`src/rtl/lsu_ctrl.sv`:
```
// Load/store sequencer for the RV32C core: one req/ack data-memory transaction per c.lw/c.sw,
// stalling the front end while busy. Optional REQ watchdog enabled by defining LSU_TIMEOUT_EN.
module lsu_ctrl #(
  parameter int unsigned TIMEOUT = 16
) (
  input  logic        clock,
  input  logic        reset,
  input  logic        issue_valid,
  input  logic        issue_store,
  input  logic [31:0] issue_addr,
  input  logic [31:0] issue_wdata,
  input  logic [4:0]  issue_rd,
  output logic        stall,
  output logic        busy,
  output logic        mem_req,
  output logic        mem_we,
  output logic [31:0] mem_addr,
  output logic [31:0] mem_wdata,
  input  logic        mem_ack,
  input  logic [31:0] mem_rdata,
  output logic        wb_en,
  output logic [4:0]  wb_rd,
  output logic [31:0] wb_data,
  output logic        fault,
  output logic [1:0]  fault_code
);

  typedef enum logic [1:0] {StIdle, StReq, StDone} state_e;

  state_e      state_q, state_d;
  logic        store_q, store_d;
  logic        busy_q, busy_d;
  logic        mem_req_q, mem_req_d;
  logic        mem_we_q, mem_we_d;
  logic [31:0] mem_addr_q, mem_addr_d;
  logic [31:0] mem_wdata_q, mem_wdata_d;
  logic        wb_en_q, wb_en_d;
  logic [4:0]  wb_rd_q, wb_rd_d;
  logic [31:0] wb_data_q, wb_data_d;
  logic        fault_q, fault_d;
  logic [1:0]  fault_code_q, fault_code_d;

`ifdef LSU_TIMEOUT_EN
  localparam int unsigned CntW = $clog2(TIMEOUT + 1);
  logic [CntW-1:0] tmo_cnt_q, tmo_cnt_d;
`else
  logic unused_timeout;
  assign unused_timeout = ^TIMEOUT;
`endif

  always_comb begin
    state_d      = state_q;
    store_d      = store_q;
    mem_addr_d   = mem_addr_q;
    mem_wdata_d  = mem_wdata_q;
    wb_rd_d      = wb_rd_q;
    wb_data_d    = wb_data_q;
    mem_req_d    = 1'b0;
    mem_we_d     = 1'b0;
    wb_en_d      = 1'b0;
    fault_d      = 1'b0;
    fault_code_d = 2'b00;
`ifdef LSU_TIMEOUT_EN
    tmo_cnt_d    = tmo_cnt_q;
`endif
    unique case (state_q)
      StIdle: begin
        if (issue_valid) begin
          if (issue_addr[1:0] == 2'b00) begin
            state_d     = StReq;
            store_d     = issue_store;
            mem_addr_d  = {issue_addr[31:2], 2'b00};
            mem_wdata_d = issue_wdata;
            wb_rd_d     = issue_rd;
            mem_req_d   = 1'b1;
            mem_we_d    = issue_store;
`ifdef LSU_TIMEOUT_EN
            tmo_cnt_d   = '0;
`endif
          end else begin
            // Misaligned: skip memory entirely, report through DONE
            state_d      = StDone;
            fault_d      = 1'b1;
            fault_code_d = 2'b01;
          end
        end
      end
      StReq: begin
        if (mem_ack) begin
          state_d = StDone;
          wb_en_d = ~store_q;
          if (!store_q) wb_data_d = mem_rdata;
        end else begin
          mem_req_d = 1'b1;
          mem_we_d  = store_q;
`ifdef LSU_TIMEOUT_EN
          if (tmo_cnt_q == CntW'(TIMEOUT - 1)) begin
            state_d      = StDone;
            mem_req_d    = 1'b0;
            mem_we_d     = 1'b0;
            fault_d      = 1'b1;
            fault_code_d = 2'b10;
          end else begin
            tmo_cnt_d = tmo_cnt_q + 1'b1;
          end
`endif
        end
      end
      StDone:  state_d = StIdle;
      default: state_d = StIdle;
    endcase
    busy_d = (state_d != StIdle);
  end

  always_ff @(posedge clock) begin
    if (reset) begin
      state_q      <= StIdle;
      store_q      <= 1'b0;
      busy_q       <= 1'b0;
      mem_req_q    <= 1'b0;
      mem_we_q     <= 1'b0;
      mem_addr_q   <= '0;
      mem_wdata_q  <= '0;
      wb_en_q      <= 1'b0;
      wb_rd_q      <= '0;
      wb_data_q    <= '0;
      fault_q      <= 1'b0;
      fault_code_q <= 2'b00;
`ifdef LSU_TIMEOUT_EN
      tmo_cnt_q    <= '0;
`endif
    end else begin
      state_q      <= state_d;
      store_q      <= store_d;
      busy_q       <= busy_d;
      mem_req_q    <= mem_req_d;
      mem_we_q     <= mem_we_d;
      mem_addr_q   <= mem_addr_d;
      mem_wdata_q  <= mem_wdata_d;
      wb_en_q      <= wb_en_d;
      wb_rd_q      <= wb_rd_d;
      wb_data_q    <= wb_data_d;
      fault_q      <= fault_d;
      fault_code_q <= fault_code_d;
`ifdef LSU_TIMEOUT_EN
      tmo_cnt_q    <= tmo_cnt_d;
`endif
    end
  end

  assign stall      = ((state_q == StIdle) & issue_valid) | (state_q == StReq);
  assign busy       = busy_q;
  assign mem_req    = mem_req_q;
  assign mem_we     = mem_we_q;
  assign mem_addr   = mem_addr_q;
  assign mem_wdata  = mem_wdata_q;
  assign wb_en      = wb_en_q;
  assign wb_rd      = wb_rd_q;
  assign wb_data    = wb_data_q;
  assign fault      = fault_q;
  assign fault_code = fault_code_q;

endmodule

```
`config.mk`:
```
export PLATFORM = sky130hd
export DESIGN_NAME = lsu_ctrl
export DESIGN_NICKNAME = d
export VERILOG_FILES = /design/src/rtl/lsu_ctrl.sv
export SDC_FILE = /design/constraint.sdc
export NUM_CORES = 1
export LEC_CHECK = 0
export ABC_AREA = 1
export BUFFER_PORTS_ARGS = -buffer_cell sky130_fd_sc_hd__clkbuf_2
export CAP_MARGIN = 20
export CORE_MARGIN = 5
export CORE_UTILIZATION = 48
export CTS_CLUSTER_SIZE = 40
export DETAILED_ROUTE_END_ITERATION = 8
export PLACE_DENSITY = 0.82
export SYNTH_ARGS = -nofsm -noshare
export SYNTH_HDL_FRONTEND = slang
export SYNTH_SLANG_ARGS = --single-unit
```
`constraint.sdc`:
```
create_clock -name clock -period 3.6 [get_ports clock]
set_clock_uncertainty 0.1 [all_clocks]
set_input_delay 0.36 -clock clock [delete_from_list [all_inputs] [get_ports clock]]
set_output_delay 0.36 -clock clock [all_outputs]
set_load 0.03 [all_outputs]
```
# After elaboration in Yosys (flattened, before gate mapping)
# Cells that the tools add are included.
[totals]
word_cells = 41
output_inout_bits = 109
ff_bits = 109
[classes]
bitwise = 7
n_reduce_logical = 7
n_mux = 14
eq_ne = 1
[ops]
columns = ["op", "count"]
rows = [
  ["$mux 1", 8],
  ["$mux 2", 3],
  ["$reduce_and 3->1", 2],
  ["$reduce_or 3->1", 2],
  ["$not 1->1", 5],
  ["$logic_not 2->1", 2],
  ["$pmux 1 s2", 2],
  ["$pmux 2 s2", 1],
  ["$eq 2x1->1 const B", 1],
  ["$reduce_bool 2->1", 1],
  ["$and 1x1->1", 1],
  ["$or 1x1->1", 1],
]

# Longest topological paths before layout
# Gate-level depths: netlist (run 1).
[depth]
ltp_word = 5
depth_mapped = 7
ltp_nobuf = 6

# Worst setup path after synthesis (run 1)
# OpenSTA, ideal clock, no wires.
[synth_path]
path_kind = "reg2out"
from = "register state_q[0]"
to = "output port stall"
path_buffers = 0
slack_ns = 2.321
arrival_ns = 0.819
path_stages_with_launch = 5
t_required_ns = 3.140
cell_sequence = "dfxtp_1 > inv_1 > nor2_4 > inv_1 > nand2_1"
[synth_between]
elab_chain_len = 3
word_cells_on_any_way = 4
[synth_lines]
columns = ["item", "line", "rtl"]
rows = [
  ["start, declared", "30", "state_e state_q, state_d;"],
  ["start signal, assigned", "117", "state_q <= StIdle;"],
  ["start signal, assigned", "133", "state_q <= state_d;"],
  ["$logic_not 2->1", "151", "assign stall = ((state_q == StIdle) & issue_valid) | (state_q == StReq);"],
  ["$and 1x1->1", "151", ""],
  ["$or 1x1->1 (*)", "151", ""],
  ["end, declared", "13", "output logic stall,"],
]
# Mark *: on every way between the ends. The rest lies on a longest branch, timed or not.

# Worst setup path in the final report (run 1)
[layout_path]
from = "register state_q[1]"
to = "output port stall"
# Same word-level chain as after synthesis.

==> results of run 1 <==
[routing by layer]
layer	routed length [um]	vias to the layer above	share of wire, %
li1	-	2000	-
met1	4440	1880	38
met2	5720	166	49
met3	1290	14	11
met4	158	0	1.4
met5	0	-	0
[final cells by class]
cell class	instances	area (um2)
Fill cell	721	2980
Clock buffer	10	128
Multi-Input combinational cell	322	1550
Clock inverter	4	76.3
Sequential cell	107	2140
Timing Repair Buffer	218	1110
Inverter	5	20.0
Tap cell	105	131
[power by group through the flow]
| stage | clock, mW | sequential, mW | combinational (mW) |
|---|---|---|---|
| after floorplan | 0 | 1.33 | 0.138 |
| after detailed placement | 0 | 1.27 | 0.317 |
| after global routing | 0.831 | 1.24 | 0.344 |
| after CTS | 0.779 | 1.24 | 0.318 |
| final | 0.760 | 1.24 | 0.316 |
| after global placement | 0 | 1.26 | 0.311 |
[metrics by stage]
stage	power (mW)	area, um2	util, %	hold slack [ps]	setup slack, ps
global placement	1.58	4950	60.8	348	1630
finish	2.31	5150	63.3	160	1220
detailed placement	1.58	4950	60.8	353	1550
CTS	2.34	5150	63.3	140	1200
floorplan	1.47	3980	-	354	2320
global route	2.42	5150	63.3	143	1100
[worst reg2reg max path: stages (launching register included)]
cell	delay (ps)
sky130_fd_sc_hd__dfxtp_1	430
sky130_fd_sc_hd__nor2_4	80
sky130_fd_sc_hd__nand2_2	420
sky130_fd_sc_hd__clkinv_2	510
sky130_fd_sc_hd__nor2_1	250
sky130_fd_sc_hd__nor2_1	70
[cells in the final DEF (no fill, tap or decap), types with 2 or more instances in the layout]
cell type                   netlist  final
sky130_fd_sc_hd__a21oi_1         73     73
sky130_fd_sc_hd__buf_4           10      7
sky130_fd_sc_hd__bufinv_16        0      2
sky130_fd_sc_hd__clkbuf_2         3    211
sky130_fd_sc_hd__clkbuf_8         0      9
sky130_fd_sc_hd__conb_1           1      3
sky130_fd_sc_hd__dfxtp_1        107    107
sky130_fd_sc_hd__inv_1            4      4
sky130_fd_sc_hd__nand2_1         72     72
sky130_fd_sc_hd__nand4_1         68     68
sky130_fd_sc_hd__nor2_1          67     67
sky130_fd_sc_hd__nor2_4           3      3
sky130_fd_sc_hd__o21ai_0         32     32
[state kept, by name, indices dropped and copies added (netlist names), 2 cells and up]
register	flops
mem_wdata	32
wb_rd	5
state_q	2
wb_data	32
mem_addr	30
[cells by family after synthesis]
kind of cell / count (synthesis) / share of synthesized area (%)
AO/OA/AOI/OAI: 105 / 13.2
buffers and inverters: 55 / 7.43
flip-flops: 107 / 53.9
AND/OR/NAND/NOR: 214 / 25.4
other: 1 / 0.0943
[final timing paths]
check,endpoint,slack [ps],startpoint,depth (start not counted)
setup / recovery,stall,1220,state_q[1]$_SDFF_PP0_,4
hold / removal,mem_wdata[27]$_SDFFE_PP0P_,160,issue_wdata[27],3
setup reg to reg,wb_data[31]$_SDFFE_PP0P_,1630,state_q[1]$_SDFF_PP0_,5
hold reg to reg,mem_addr[30]$_SDFFE_PP0P_,360,mem_addr[30]$_SDFFE_PP0P_,2
==> results.txt, run 1 <==
- Initial detailed-routing violation count: between 150 and 200
* Critical setup path kind: reg2out
- Via count of the first global-routing pass: 3964
- In this run the count of I/O pins placed on the die edge is about 220.
- Final-report hold violation count: 0
- Post-CTS setup buffer count: 0
* Library cell appearing most often on the critical path: sky130_fd_sc_hd__nand2_1
- Fraction of the cycle the final worst path needs: between 60% and 70%
- For this run, the leading register cell type out of synthesis is sky130_fd_sc_hd__dfxtp_1.
- Total track usage: a little over a fifth
- The signal on the critical path passes through nor2_4, nand2_1, nand2_1, clkbuf_2.
* Instance count after placement with tap cells included: 757
- Max Root-Sink Buffers: 2
- In this run the static leakage power is approximately 2.3 nW.
- Quantity of gates resized following cts: 0
- Crit end category: primary output
- In the routed design, unresolved DRC markers number 0.
- Slowest stage delay, CP: ~660 ps
* Total core area: 8130 um2
- Endpoints failing setup: 0
* Most congested layer reported by global routing: met2
- Clock tree from TritonCTS: built
- Cell-internal power: between 1.5 and 2 mW
- Synthesized cell area: just under 4000 um2
- CP Max Fanout: 38
- For the final routed database, the setup TNS stands at 0 ps.
- Slew @ Worst Pin: 841 ps
- The floorplan has 33 rows.
* Routed length per instance: approximately 15 um
- Detailed-route wire length: 11.6 mm
- In this run the clock root is driven by a sky130_fd_sc_hd__clkbuf_8.
- Cts bufs inserted: 9
- Dominant cells by area after synthesis: sky130_fd_sc_hd__dfxtp_1, sky130_fd_sc_hd__nand4_1, sky130_fd_sc_hd__a21oi_1
* Cell variety after synth: 20
- Antenna cell count: 0
* Switching component of the power: 0.606 mW
* Number of nets in the layout: slightly below 800
- Clock latency at the later pin of the worst-skew pair: 340 ps
- In this run the worst hold path is classified as in2reg.
- The worst path in the final design needs a cycle of approximately 2400 ps, including I/O delays and setup.
* Area added between synthesis and finish: 29.6%
* DIE HEIGHT: a little over 100 um
- Setup repair after global routing left no endpoint under its margin.
- Clock sinks: around 110
* Clock H-tree levels: 3
- Worst-path clk slew: approximately 100 ps
- Number of enable-type register cells in the synthesized netlist: 0
- Initial antenna violation count: 0
- Combinational logic is responsible for 13.7% of the overall power.
- Summed over all instances, the cell type with the most area after synthesis is sky130_fd_sc_hd__dfxtp_1.
- The flow ran to the end, and the final reports show no timing, DRC or antenna violations.
- Required @ worst endpoint: ~3100 ps
- Fraction of post-synthesis cell area in the top cell type by area: 53.9%
* Total number of yosys warnings: 0
- Detailed-route vias per instance: about 5.3
* Max Transition Viols Final: 0
* Most instantiated cells after synthesis: sky130_fd_sc_hd__dfxtp_1, sky130_fd_sc_hd__a21oi_1, sky130_fd_sc_hd__nand2_1, sky130_fd_sc_hd__nand4_1, sky130_fd_sc_hd__nor2_1
- Power per unit of standard cell area: 449 nW/um2
* Number of instances in the synthesized netlist: 482
* Max IR drop VDD: about 0.30 mV
* Dominant cell by count in the synthesized netlist: sky130_fd_sc_hd__dfxtp_1
- Number of nets with antenna violations after routing: 0
- Largest net degree at the start of global routing: 76
- Detailed placement HPWL: between 8 and 9 mm
* Full die area: roughly 10000 um2
* Met1 layer usage reported by global route: between 20% and 30%
- Detailed Routing Iterations Pass 1: 6
- Summing over every cut layer, the via total after detailed routing is 4060.
* CP max stage cell: sky130_fd_sc_hd__nor2_4
- The floorplan step set the die width to just over 100 um.
* Port Buffers: 211
- Net switching is 26.2% of the power.
- GPL Wtd Cong: 0.830
- Mean post-synth cell area: roughly 8.2 um2
* Grt ovf: 0
- After clock tree synthesis, the flow added hold-fix buffers numbering 0.
- Together, buffers and inverters on the worst path number 1.
- Sequential cells account for 53.5% of the total power.
* Share of post-route cells with drive strength above 1: between 30% and 40%
- Starting density of the core: 48.9%
- Met3 track demand over resource: around 8.6%
* Layout Cells excl Fill: 771
- Worst path arrival time: 1920 ps
* Async set-or-reset flop fraction in the synthesized netlist: 0%
- Global routing consumed, on the met2 layer, between 30% and 40% of the routing resources.
- Slew headroom: between 40 and 50%
- Sequential element share of the synthesized area: between 50% and 60%
- The worst setup path is launched from a flop.
- Wire length of the first global-routing pass: 18.1 mm
- Reported max-cap violation count: 0
- The share of total power dissipated in the clock network is 32.8%.
- CP delay by family, top: simple AND/OR/NAND/NOR gates
- Seq cells post-synth: ~110
* Maximum clock frequency: between 400 and 500 MHz
Power figures use the tool's default switching activity.
==> run 2: changes to the inputs <==
Settings changed: CORE_UTILIZATION 48 to 44, PLACE_DENSITY 0.82 to 0.76.
Clock period 3.6 ns to 2.3 ns, I/O delays scaled along.
==> run 2 against run 1 <==
Effect of this change:
- worst hold slack worse by 130 ps
- cell area rose by 0.78%
- non-clock buffer count up 4
- largest power group unchanged
- highest routed layer unchanged
- global-route usage is 1.5 points lower
==> results.txt, run 2 (synthesized netlist as in run 1, its figures left out) <==
* Result of the run: finished clean
- Initial antenna violation count: 0 (unchanged)
- The switching power came to 1.01 mW (+67%).
- GPL Wtd Cong: 0.809 (-2.5%)
- The area of the die was 11000 um2 (+8.2%).
- The post-cts gate resize count is 0 (unchanged).
- The diode insertion count for antenna repair is 0 (unchanged).
- Leading cell type in the layout, fill and taps excluded: sky130_fd_sc_hd__clkbuf_2
* Time the final worst path needs with I/O delays and setup: between 1500 and 2000 ps
- Crit end category: primary output
- The share of layout cells above drive strength 1 was 36.3% (+0.72 points).
- Number of hold-repair buffers added at the cts stage: 0 (unchanged)
* Leakage power summed over all cells: 2.30 nW (+1.2%)
* Combinational share of power: 13.7% (about the same)
- Fraction of the cycle the final worst path needs: roughly four fifths
- Total core area: 8760 um2 (+7.7%)
* Setup repair after global routing missed its margin: false
- The count of H-tree levels built during CTS was 3 (unchanged).
- Endpoints failing setup: 0 (unchanged)
* Slowest stage delay, CP: 370 ps (-290 ps)
* Clock latency at the later pin of the worst-skew pair: 340 ps (about the same)
- Total I/O pin count: 215 (unchanged)
- In this run the critical register-to-register path is launched from state_q[1]$_SDFF_PP0_.
- The power density normalized to cell area was 700 nW/um2 (+56%).
* Detailed placement HPWL: 8.25 mm (-0.84%)
* Max IR drop VDD: 0.314 mV (+6.0%)
- Maximum clock frequency: 539 MHz
- Final-report hold violation count: 0 (unchanged)
* Routed length per instance: 14.8 um (-2.0%)
- The required time of the worst setup path came to 1970 ps (-1170 ps).
* Row cnt: 34 (+3.0%)
- The via count was 4057 (-0.074%).
- Wire length of the first global-routing pass: 19.2 mm (+6.1%)
* Library cell appearing most often on the critical path: sky130_fd_sc_hd__nand2_1
* Post-place setup slack: 746 ps (-804 ps)
- Fill cell count: 827 (+15%)
- The number of remaining DRC errors is 0 (unchanged).
- Root buffer cell: sky130_fd_sc_hd__clkbuf_8
- Setup TNS after final layout: 0 ps (unchanged)
- The relative max-transition margin was 47.3% (+3.5 points).
- Worst path arrival time: 1530 ps (-390 ps)
- Detailed-route wire length: 11.5 mm (-0.84%)
- The max-slew violation count came to 0 (unchanged).
- Cell-internal power: 2.62 mW (+53%)
* Detailed-route vias per instance: 5.20 (-1.2%)
- The overall routing resource usage came to 20.4% (-1.5 points).
- The portion of total power attributed to sequential cells is 53.4% (about the same).
- CP Max Fanout: 18 (-53%)
- Detailed Routing Iterations Pass 1: 4 (-2)
- The sum of buffers and inverters on the critical path was 1 (unchanged).
- DIE HEIGHT: 105 um (+4.0%)
- The number of setup buffers added after CTS came to 0 (unchanged).
- TritonCTS built the clock tree.
- Clock sinks: 107 (unchanged)
- The actual slew at the worst max-slew pin came to 790 ps (-50.8 ps).
- Number of nets with antenna violations after routing: 0 (unchanged)
- The signal on the critical path passes through nor2_4, nand2_1, nand2_1, clkbuf_2.
- The post-layout net count came to 773 (+0.52%).
- Reported max-cap violation count: 0 (unchanged)
* Worst-path clk slew: 110 ps (about the same)
- Critical setup path kind: reg2out
- Initial detailed-routing violation count: 219 (+20%)
- The starting density of the core is 45.4% (-3.5 points).
* Commonest cells after routing, fill and taps aside: sky130_fd_sc_hd__clkbuf_2, sky130_fd_sc_hd__dfxtp_1, sky130_fd_sc_hd__a21oi_1, sky130_fd_sc_hd__nand2_1, sky130_fd_sc_hd__nand4_1
* Overall Power: 3.63 mW (+57%)
- Largest net degree at the start of global routing: 76 (unchanged)
* Via count of the first global-routing pass: 4082 (+3.0%)
* Area added between synthesis and finish: 30.6%
- The number of port buffers is 211 (unchanged).
- Startpoint of the lowest-slack hold path: mem_rdata[17]
- Startpoint type of the worst setup path: flop
- The critical path starts at state_q[1]$_SDFF_PP0_.
* Max Root-Sink Buffers: 2 (unchanged)
- Grt ovf: 0 (unchanged)
- Final worst hold slack: 26.2 ps (-134 ps)
* Clock network fraction of total power: 32.8% (about the same)
* Worst path setup slack after routing: 443 ps (-781 ps)
- Die Width: 105 um (+4.0%)
- CP delay by family, top: simple AND/OR/NAND/NOR gates
- The proportion of total power due to net switching is 27.8% (+1.6 points).
- CP max stage cell: sky130_fd_sc_hd__dfxtp_1
- The worst hold path belongs to the class in2reg.
- Cts bufs inserted: 9 (unchanged)
## run 2: cell count changes in the layout (fill, tap and decap cells not counted)
cell                         change
sky130_fd_sc_hd__buf_4           +4
sky130_fd_sc_hd__clkinv_4        +2
sky130_fd_sc_hd__bufinv_16       -1
sky130_fd_sc_hd__clkbuf_1        -1
sky130_fd_sc_hd__clkbuf_8        +1
sky130_fd_sc_hd__clkinv_2        +1
sky130_fd_sc_hd__clkinvlp_4      -1
sky130_fd_sc_hd__inv_8           +1
## run 2: through the flow
step	instance area [um2]	cells	util (%)
after floorplan	3980	484	-
after global placement	4980	764	56.8
after detailed placement	4980	764	56.8
after CTS	5190	780	59.2
after global routing	5190	780	59.2
final	5190	780	59.2
## run 2: area by class of cell
class	count	area [um2]	share of cell area (%)
clock buffers	10	138	2.65
inverters	5	20.0	0.386
flip-flops and latches	107	2140	41.3
well taps	108	135	2.60
multi-input cells	322	1550	29.8
repair buffers	222	1140	21.9
clock inverters	6	72.6	1.40
## run 2: final timing paths
| kind | end | slack [ps] | depth (start not counted) |
|---|---|---|---|
| worst max register to register | wb_data[9]$_SDFFE_PP0P_ | 730 | 5 |
| worst min register to register | mem_addr[11]$_SDFFE_PP0P_ | 370 | 2 |
| worst min-delay path | wb_data[17]$_SDFFE_PP0P_ | 30 | 3 |
| worst max-delay path | stall | 440 | 4 |
## run 2: power groups by stage
| stage | clock network [mW] | logic (mW) | registers [mW] |
|---|---|---|---|
| after floorplan | 0 | 0.216 | 2.09 |
| after global placement | 0 | 0.496 | 1.98 |
| after detailed placement | 0 | 0.500 | 1.98 |
| after CTS | 1.24 | 0.501 | 1.94 |
| after global routing | 1.30 | 0.548 | 1.95 |
| final | 1.19 | 0.499 | 1.94 |
## run 2: tightest hold or removal path, stage by stage
cell and delay (ps):
sky130_fd_sc_hd__clkbuf_2 70, sky130_fd_sc_hd__o21ai_0 70, sky130_fd_sc_hd__nor2_1 80
## run 2: per-layer routing
layer | global-route usage [%] | up-vias | wire (um)
met5 | 0 | - | 0
met4 | 6.94 | 0 | 180
met3 | 6.78 | 15 | 1070
met2 | 33.7 | 170 | 5380
met1 | 25.0 | 1859 | 4890
li1 | - | 2013 | -
==> run 3: changes to the inputs <==
Clock period 2.3 ns to 1.9 ns, I/O delays scaled along.
==> run 3 against run 2 <==
Effect of this change:
- sequential power is 21% higher
- via count increased by 9.3%
- combinational power up 45%
- setup slack worse by 130 ps
- flip-flop and latch count unchanged
- first-iteration DRC count increased by 15%
- sequential share of layout area shrank 4.5 points
- cell area grew 12%
- worst hold slack worse by 20 ps
- clock-buffer cell count is 1 higher
- critical endpoint unchanged
- highest routed layer unchanged
==> results.txt, run 3 (synthesized netlist as in run 1, its figures left out) <==
* Full die area: 11000 um2 (unchanged)
- Initial antenna violation count: 0 (unchanged)
* Starting density of the core: 45.4% (unchanged)
- In the layout the commonest cells are sky130_fd_sc_hd__clkbuf_2, sky130_fd_sc_hd__dfxtp_1, sky130_fd_sc_hd__a21oi_1, sky130_fd_sc_hd__nand2_1, sky130_fd_sc_hd__nand4_1.
- Total core area: 8760 um2 (unchanged)
* Worst path setup slack after routing: 310 ps (-133 ps)
- The post-cts gate resize count was 0 (unchanged).
- The critical path arrival is 1300 ps (-230 ps).
- Number of nets with antenna violations after routing: 0 (unchanged)
* Fraction of the cycle the final worst path needs: a little over four fifths
* Destination of the worst register-to-register timing path: mem_addr[24]$_SDFFE_PP0P_
- The power density normalized to cell area was 762 nW/um2 (+8.9%).
- Leading cell type in the layout, fill and taps excluded: sky130_fd_sc_hd__clkbuf_2
- The via count of the first global-routing pass came to 4499 (+10%).
- The path class of the tightest hold or removal check is in2reg.
- The worst ir drop on vdd was 0.437 mV (+39%).
* Share of post-route cells with drive strength above 1: 32.8% (-3.5 points)
- In this run the most critical hold path is launched from mem_rdata[26].
* Total I/O pin count: 215 (unchanged)
- Clock sinks: 107 (unchanged)
- The final instance count without filler cells came to 845 (+8.3%).
- The count of final hold-check violations was 0 (unchanged).
* Critical register-to-register path startpoint: state_q[1]$_SDFF_PP0_
- Instance count after placement with tap cells included: 764 (unchanged)
- The static leakage was 2.56 nW (+11%).
- Overall Power: 4.44 mW (+22%)
* Slew headroom: 49.1% (+1.7 points)
- Maximum clock frequency: between 600 and 700 MHz
* Cell-internal power: 3.24 mW (+24%)
- The cell count of the worst hold path is 3 (unchanged).
* Area added between synthesis and finish: 46.8%
* Clock latency at the later pin of the worst-skew pair: 340 ps (about the same)
* Time the final worst path needs with I/O delays and setup: between 1500 and 2000 ps
* Reported max-cap violation count: 0 (unchanged)
* Switching component of the power: 1.21 mW (+19%)
- The setup path with the least slack is of type reg2out.
- Max Root-Sink Buffers: 2 (unchanged)
- Antenna cell count: 0 (unchanged)
- DR vias: 4434 (+9.3%)
- The number of port buffers was 211 (unchanged).
- STA classifies the critical path endpoint as a primary output.
* Row cnt: 34 (unchanged)
- The total length of routed wires was 12.8 mm (+11%).
- The count of H-tree levels built during CTS is 3 (unchanged).
- The proportion of total power due to net switching is 27.1% (-0.69 points).
* Grt ovf: 0 (unchanged)
- Cts bufs inserted: 9 (unchanged)
* Setup TNS after final layout: 0 ps (unchanged)
* Detailed Routing Iterations Pass 1: 4 (unchanged)
- CP Max Fanout: 5 (-13)
- Flop pwr share: 52.8% (-0.6 points)
* Required @ worst endpoint: 1610 ps (-360 ps)
* Root buffer cell: sky130_fd_sc_hd__clkbuf_8
- The horizontal die dimension is 105 um (unchanged).
* Startpoint type of the worst setup path: flop
- Slew @ Worst Pin: 764 ps (-26.1 ps)
- Flop2flop setup slack: 450 ps (-280 ps)
- The count of filler cells inserted in the layout came to 706 (-15%).
- The logic gate share of total power was 16.3% (+2.6 points).
- Result of the run: finished clean
* Post-place setup slack: 440 ps (-307 ps)
* Routed length per instance: 15.2 um (+2.8%)
* Wire length of the first global-routing pass: 21.1 mm (+10%)
- Largest net degree at the start of global routing: 76 (unchanged)
- The detail-routed via count per cell is 5.25 (+0.89%).
- TritonCTS built the clock tree.
- Post-detailed-route DRC marker count: 0 (unchanged)
- DIE HEIGHT: 105 um (unchanged)
- The number of cells traversed by the worst register-to-register path was 5 (unchanged).
* GPL Wtd Cong: 0.801 (-1.1%)
- Worst-case hold path end point: wb_data[26]$_SDFFE_PP0P_
- The post-layout net count came to 839 (+8.5%).
* Total track usage: 22.7% (+2.3 points)
- Final worst hold slack: 6.36 ps (-19.9 ps)
* Max Transition Viols Final: 0 (unchanged)
* Detailed placement HPWL: 8.35 mm (+1.2%)
* Setup repair after global routing missed its margin: false
- Initial detailed-routing violation count: 251 (+15%)
- The clock-pin slew of the registers on the worst-case setup and hold paths is 90 ps (-20 ps).
- Clock network fraction of total power: 30.9% (-1.9 points)
- Endpoints failing setup: 0 (unchanged)
==> run 3: cell types whose count changed in the layout (fill, tap and decap cells not counted), sizes merged <==
cell,before,now
inv,6,4
clkinvlp,0,1
clkbuf,221,222
clkinv,4,3
dlygate4sd3,0,66
==> run 3: power groups by stage <==
stage | clock, mW | sequential [mW] | combinational, mW
after floorplan | 0 | 2.52 | 0.261
after global placement | 0 | 2.40 | 0.599
after detailed placement | 0 | 2.40 | 0.608
after CTS | 1.41 | 2.35 | 0.716
after global routing | 1.51 | 2.36 | 0.780
final | 1.37 | 2.35 | 0.722
==> run 3: through the flow <==
| step | area [um2] | util, % |
|---|---|---|
| CTS | 5830 | 66.6 |
| finish | 5830 | 66.6 |
| global route | 5830 | 66.6 |
| floorplan | 3980 | - |
| global placement | 4980 | 56.8 |
| detailed placement | 4980 | 56.8 |
==> run 3: cell type report <==
class                           instances  area [um2]  area share (%)
Clock buffer                           11         141            2.42
Tap cell                              108         135            2.32
Inverter                                5        20.0           0.343
Timing Repair Buffer                  288        1800            30.8
Sequential cell                       107        2140            36.7
Clock inverter                          4        51.3           0.879
Multi-Input combinational cell        322        1550            26.5
==> run 3: repair_timing <==
action | in CTS | in global routing
hold buffers | 66 | 0
hold endpoints to repair | 66 | 0
setup buffers | 0 | 0
endpoints found under the setup margin | 0 | 0
==> run 3: how the worst max path moves through the flow <==
stage,startpoint,to,cells past startpoint
after floorplan,state_q[0]$_SDFF_PP0_,wb_data[22]$_SDFFE_PP0P_,6
after global placement,issue_valid,mem_addr[13]$_SDFFE_PP0P_,4
after detailed placement,state_q[0]$_SDFF_PP0_,wb_data[29]$_SDFFE_PP0P_,6
after CTS,state_q[0]$_SDFF_PP0_,stall,5
after global routing,mem_ack,wb_data[9]$_SDFFE_PP0P_,8
final,state_q[0]$_SDFF_PP0_,stall,5
==> run 3: metal layers <==
| metal | global-route usage, % | up-vias | share of wire, % |
|---|---|---|---|
| met2 | 38.4 | 202 | 48 |
| met1 | 27.1 | 2050 | 40 |
| met4 | 9.04 | 0 | 3.1 |
| met3 | 6.35 | 37 | 9.4 |
| li1 | - | 2145 | - |
| met5 | 0 | - | 0 |
==> run 3: critical path, stage by stage, from the launching register on <==
cell and delay [ps]:
sky130_fd_sc_hd__dfxtp_1 390, sky130_fd_sc_hd__inv_1 90, sky130_fd_sc_hd__nor2_4 140, sky130_fd_sc_hd__inv_1 70
sky130_fd_sc_hd__nand2_1 60, sky130_fd_sc_hd__clkbuf_2 210
